[src/rtl/sn_window_decoder_pkg.sv]
// Shared types and helpers for the stochastic window decoder.
// Holds the FSM state enum, default window size and bipolar mapping.
package sn_pkg;

  localparam int SN_WIN_LOG2_DEF = 4;

  typedef enum logic {
    IDLE  = 1'b0,
    ACCUM = 1'b1
  } sn_state_e;

  // 2*count - 2^win_log2, wide enough for win_log2 up to 10
  function automatic logic [11:0] bipolar_of(
    input logic [10:0] count,
    input int          win_log2
  );
    logic [11:0] w;
    w = 12'd1 << win_log2;
    return {count, 1'b0} - w;
  endfunction

endpackage

[src/rtl/sn_window_decoder_if.sv]
// Result port of the window decoder: count, bipolar value, valid/ready.
// master = decoder side, slave = consumer side.
interface sn_window_decoder_if #(
  parameter int WIN_LOG2 = 4
);
  localparam int CNT_W = WIN_LOG2 + 1;

  logic [CNT_W-1:0]  res_count;
  logic signed [CNT_W:0] res_bipolar;
  logic              res_valid;
  logic              res_ready;

  modport master (
    output res_count,
    output res_bipolar,
    output res_valid,
    input  res_ready
  );

  modport slave (
    input  res_count,
    input  res_bipolar,
    input  res_valid,
    output res_ready
  );
endinterface

[src/rtl/sn_window_decoder_counter.sv]
// Window counter: accepted-bit count, ones count and terminal flag.
// Ports: clk, rst_n (sync active-high), zero, inc, bit_in, ones_cnt, last.
module sn_window_counter #(
  parameter int WIN_LOG2 = 4
) (
  input  logic              clk,
  input  logic              rst_n,
  input  logic              zero,
  input  logic              inc,
  input  logic              bit_in,
  output logic [WIN_LOG2:0] ones_cnt,
  output logic              last
);

  logic [WIN_LOG2-1:0] bit_cnt;

  assign last = &bit_cnt;

  always_ff @(posedge clk) begin
    if (rst_n || zero) begin
      bit_cnt  <= '0;
      ones_cnt <= '0;
    end else if (inc) begin
      bit_cnt  <= bit_cnt + 1'b1;
      ones_cnt <= ones_cnt + {{WIN_LOG2{1'b0}}, bit_in};
    end
  end

endmodule

[src/rtl/sn_window_decoder.sv]
// Counts ones over 2^WIN_LOG2 accepted stochastic bits, emits result.
// Ports: clk, rst_n (sync active-high), enable, clear, sn_bit, sn_valid, res, overrun, busy.
module sn_window_decoder
  import sn_pkg::*;
#(
  parameter int WIN_LOG2 = SN_WIN_LOG2_DEF
) (
  input  logic                 clk,
  input  logic                 rst_n,
  input  logic                 enable,
  input  logic                 clear,
  input  logic                 sn_bit,
  input  logic                 sn_valid,
  sn_window_decoder_if.master  res,
  output logic                 overrun,
  output logic                 busy
);

  localparam int CNT_W = WIN_LOG2 + 1;

  sn_state_e        state;
  logic [CNT_W-1:0] ones_cnt;
  logic [CNT_W-1:0] win_sum;
  logic             last;
  logic             accept;
  logic             done;
  logic             zero;

  assign accept  = (state == ACCUM) && enable && sn_valid;
  assign done    = accept && last;
  assign win_sum = ones_cnt + {{(CNT_W-1){1'b0}}, sn_bit};
  // abort, completion and clear all restart the window
  assign zero    = clear || done
                || ((state == ACCUM) && !enable);
  assign busy    = (state == ACCUM);

  sn_window_counter #(
    .WIN_LOG2 (WIN_LOG2)
  ) u_cnt (
    .clk      (clk),
    .rst_n    (rst_n),
    .zero     (zero),
    .inc      (accept),
    .bit_in   (sn_bit),
    .ones_cnt (ones_cnt),
    .last     (last)
  );

  always_ff @(posedge clk) begin
    if (rst_n) begin
      state           <= IDLE;
      res.res_count   <= '0;
      res.res_bipolar <= '0;
      res.res_valid   <= 1'b0;
      overrun         <= 1'b0;
    end else if (clear) begin
      state         <= IDLE;
      res.res_valid <= 1'b0;
      overrun       <= 1'b0;
    end else begin
      if (res.res_valid && res.res_ready)
        res.res_valid <= 1'b0;
      unique case (state)
        IDLE: begin
          if (enable)
            state <= ACCUM;
        end
        ACCUM: begin
          if (!enable) begin
            state <= IDLE;
          end else if (done) begin
            res.res_count   <= win_sum;
            res.res_bipolar <= (CNT_W+1)'(
              bipolar_of(11'(win_sum), WIN_LOG2));
            res.res_valid   <= 1'b1;
            // old result unconsumed on this edge
            if (res.res_valid && !res.res_ready)
              overrun <= 1'b1;
          end
        end
        default: state <= IDLE;
      endcase
    end
  end

endmodule

[src/flat_wrapper.sv]
// flat-port wrapper written by rule: the top's interface ports become plain ports
module sn_window_decoder_flat import sn_pkg::*;
#(
  parameter int WIN_LOG2 = SN_WIN_LOG2_DEF
)
  (clk, rst_n, enable, clear, sn_bit, sn_valid, overrun, busy, res_res_count, res_res_bipolar, res_res_valid, res_res_ready);
  sn_window_decoder_if #(.WIN_LOG2(WIN_LOG2)) res_i ();
  input  logic clk;
  input  logic rst_n;
  input  logic enable;
  input  logic clear;
  input  logic sn_bit;
  input  logic sn_valid;
  output logic overrun;
  output logic busy;
  output wire logic [$bits(res_i.res_count)-1:0] res_res_count;
  output wire logic [$bits(res_i.res_bipolar)-1:0] res_res_bipolar;
  output wire logic [$bits(res_i.res_valid)-1:0] res_res_valid;
  input wire logic [$bits(res_i.res_ready)-1:0] res_res_ready;
  assign res_res_count = res_i.res_count;
  assign res_res_bipolar = res_i.res_bipolar;
  assign res_res_valid = res_i.res_valid;
  assign res_i.res_ready = res_res_ready;
  sn_window_decoder #(.WIN_LOG2(WIN_LOG2)) u_core (.clk(clk), .rst_n(rst_n), .enable(enable), .clear(clear), .sn_bit(sn_bit), .sn_valid(sn_valid), .res(res_i), .overrun(overrun), .busy(busy));
endmodule
[config.mk]
export PLATFORM = sky130hd
export DESIGN_NAME = sn_window_decoder_flat
export DESIGN_NICKNAME = d
export VERILOG_FILES = /design/src/rtl/sn_window_decoder_pkg.sv /design/src/rtl/sn_window_decoder_if.sv /design/src/rtl/sn_window_decoder_counter.sv /design/src/rtl/sn_window_decoder.sv /design/src/flat_wrapper.sv
export SDC_FILE = /design/constraint.sdc
export NUM_CORES = 1
export LEC_CHECK = 0
export ABC_AREA = 1
export BUFFER_PORTS_ARGS = -buffer_cell sky130_fd_sc_hd__buf_2
export CAP_MARGIN = 30
export CORE_MARGIN = 2
export CORE_UTILIZATION = 47
export DETAILED_ROUTE_END_ITERATION = 7
export PLACE_DENSITY = 0.73
export SYNTH_ARGS = -nofsm -noshare
export SYNTH_HDL_FRONTEND = slang
export SYNTH_SLANG_ARGS = --single-unit
[constraint.sdc]
create_clock -name clk -period 1.4 [get_ports clk]
set_clock_uncertainty 0.15 [all_clocks]
set_input_delay 0.14 -clock clk [delete_from_list [all_inputs] [get_ports clk]]
set_output_delay 0.14 -clock clk [all_outputs]
set_load 0.03 [all_outputs]
==> results.md <==
* Max-cap viol count at 0
* Area leader, netlist: dfxtp_1
* Seq pwr share at between 60% and 70%
* Area Growth Syn to Fin at 32.3%
* # setup viols final at 0
* Worst r2r src: u_core.u_cnt.ones_cnt[0]$_SDFFE_PP0P_
* Worst IR drop on VDD at 0.667 mV
* Deepest clock path buffer count at 2
* Post-Route WL at between 2000 and 2500 µm
* Routed vias at about 900
* Crit-path max FO at 4
* Final period util at between 90% and 100%
* Clock sinks at 19
* Yosys top cell area share at approximately two fifths
* Core Area at slightly below 2000 µm²
* Worst skew pair latency at approximately 300 ps
* Worst path required time at ~1500 ps
* Share of the yosys chip area belonging to registers at around two fifths
* Synth area leaders: dfxtp_1, nand2_1, a21oi_1, nor2_1, ha_1
* # H-tree levels at 1
* Ys async rst share at 0%
* CTS buffer count at 3
* Min-delay src: rst_n
* Post-synth EDFFs at 0
* Fmax at just over 700 MHz
* I/O pin count at 21
* Most numerous cell in the Yosys netlist: nand2_1
* Worst path bufs/invs at 1
* Internal power at roughly 0.69 mW
* Worst path max stage delay at about 350 ps
* CP endpoint kind: flop
* Worst Setup SP: u_core.u_cnt.ones_cnt[0]$_SDFFE_PP0P_
* PortBufs at 19
* Syn nets at between 100 and 150
* Max Slew Vio Count at 0
* Nature of the critical path startpoint: flop
* Crit-path cells: ha_4, ha_4, xor2_1, a21boi_0, or2_1, inv_1
* Worst-path clk slew at approximately 100 ps
* DRC Markers at 0
* Wire per inst at between 10 and 15 µm
* Top FF cell, synth: dfxtp_1
* HPWL after DPL at 1480 µm
* Combinational fraction of design power at 8.5%
* Cell repeated most along the worst path: ha_4
* Total gr overflow at 0
* Power consumption at about 0.90 mW
* Synth warn at 0
* Layout cell share with drive strength beyond 1 at a little under two fifths
* Netlist cell types at 29
* Net count, final at 166
* DR pass1 iterations at 4
* Synth cell count leaders: nand2_1, dfxtp_1, nor2_1
* Cells after Synth at around 120
* Vias in the first global route at 872
* Min cycle time layout at ~1400 ps
* Status: complete, no violations
* CTS tree: done
* Vias per cell at ~4.9
* Antenna violations before repair at 0
* Antenna Nets Post-Route at 0
* Slowest CP cell: dfxtp_2
* Worst path arrival time at ~1500 ps
* Switching part of the total power at between 20% and 30%
* Fin. Hold Viols at 0
* Global-route wire length before repair at 3650 µm
* Leak at around 0.6 nW
* Die width at 49.1 µm
* Hold Slack at 16.7 ps
* Die Span Y at slightly below 50 µm
* Pwr/cell area at around 710 nW/µm²
* Final Core Density at around 65%
* DRT iter0 DRCs at 14
* HP Class: primary input to flop
* Syn Std Cell Area at 957 µm²
* Net switching power at 0.219 mW
* Final Wtd Congestion at a little over 0.8
* Tot GR Track Use at 19.8%
* Root Buffer: clkbuf_4
* Dpl cell area at approximately 1100 µm²
* Die area at 2410 µm²
* Clk pwr share at about a third
* Initial Util at 49.3%
* Largest net degree at the start of global routing at 11
* Antenna diodes at 0
* Top delay family on crit path: flip-flops
* Avg Inst Size Synth at a little under 8 µm²
* Fin area at 1270 µm²
* #FFs+latches synth at 19
* WS Path Type: flop to flop
* RSZ-0062 raised after global routing: yes
* FP Rows at 16
stage by stage:
stage,setup WS (ps),instances,setup TNS (ps)
after floorplan,1.08,122,0
after global placement,-80.2,170,-182
after detailed placement,-132,170,-390
after CTS,1.68,182,0
after global routing,-65.1,182,-153
final,6.46,182,0
repair_timing:
action	in CTS	in global routing
pin swaps	4	3
setup endpoints to repair	6	10
cloned	1	0
hold endpoints to repair	4	0
setup buffers	1	0
hold buffers	6	0
gates resized for setup	9	7
layer usage:
| layer | global-route usage [%] | routed length, µm | vias up |
|---|---|---|---|
| li1 | - | - | 455 |
| met1 | 22.3 | 915 | 398 |
| met2 | 34.5 | 1120 | 25 |
| met3 | 3.07 | 84 | 9 |
| met4 | 12.4 | 84 | 0 |
| met5 | 0 | 0 | - |
state kept, by name, summed over array words and instances, names as in the netlist:
register,cells
u_core.res.res_bipolar,2
u_core.overrun,1
u_core.res.res_count,5
u_core.res.res_valid,1
u_core.u_cnt.ones_cnt,5
u_core.busy,1
u_core.u_cnt.bit_cnt,4
power by group through the flow:
| stage | Clock (mW) | Sequential, mW | Combinational, mW |
|---|---|---|---|
| global placement | 0 | 0.556 | 0.0534 |
| floorplan | 0 | 0.558 | 0.0327 |
| CTS | 0.289 | 0.544 | 0.0728 |
| global route | 0.308 | 0.545 | 0.0835 |
| finish | 0.284 | 0.544 | 0.0766 |
| detailed placement | 0 | 0.556 | 0.0545 |
cells by family after synthesis:
family,share of synthesized area (%)
and+or+nand+nor,32.9
other,0.392
xor gates and xnor gates,1.83
buffers and inverters,10.5
DFF,39.7
adders and majority gates,3.92
AOI/OAI and AO/OA,10.7
final timing paths:
path | cells after the start | slack [ps] | to
hold reg to reg | 2 | 330 | u_core.res.res_count[3]$_SDFFE_PP0P_
hold / removal | 4 | 20 | u_core.res.res_bipolar[4]$_SDFFE_PP0P_
setup reg to reg | 6 | 6 | u_core.u_cnt.ones_cnt[2]$_SDFFE_PP0P_
setup / recovery | 6 | 6 | u_core.u_cnt.ones_cnt[2]$_SDFFE_PP0P_
placed cells by master, fill, tap and decap left out, types with 4 or more instances in the layout:
master	count
nand2_1	25
buf_2	19
dfxtp_1	14
nor2_1	12
a21oi_1	10
inv_1	9
buf_4	9
dlygate4sd3_1	6
nand4_1	5
dfxtp_2	5
nand2_2	4
nand3_1	4
worst reg2reg max path, delay by kind of cell, from the launching register on:
family / cells / cell delay (ps)
flip-flops: 1 / 350
adder cells (fa/ha/maj): 2 / 340
AND/OR/NAND/NOR: 1 / 210
XOR/XNOR: 1 / 160
AO/OA/AOI/OAI: 1 / 100
buffers and inverters: 1 / 50
area by class of cell:
| cell class | instances | area, µm² |
|---|---|---|
| fill | 171 | 676 |
| multi-input combinational | 85 | 543 |
| inverter | 13 | 53.8 |
| clock buffer | 4 | 26.3 |
| sequential | 19 | 387 |
| tap | 27 | 33.8 |
| timing repair buffer | 34 | 223 |
(Power assumes the default switching activity.)
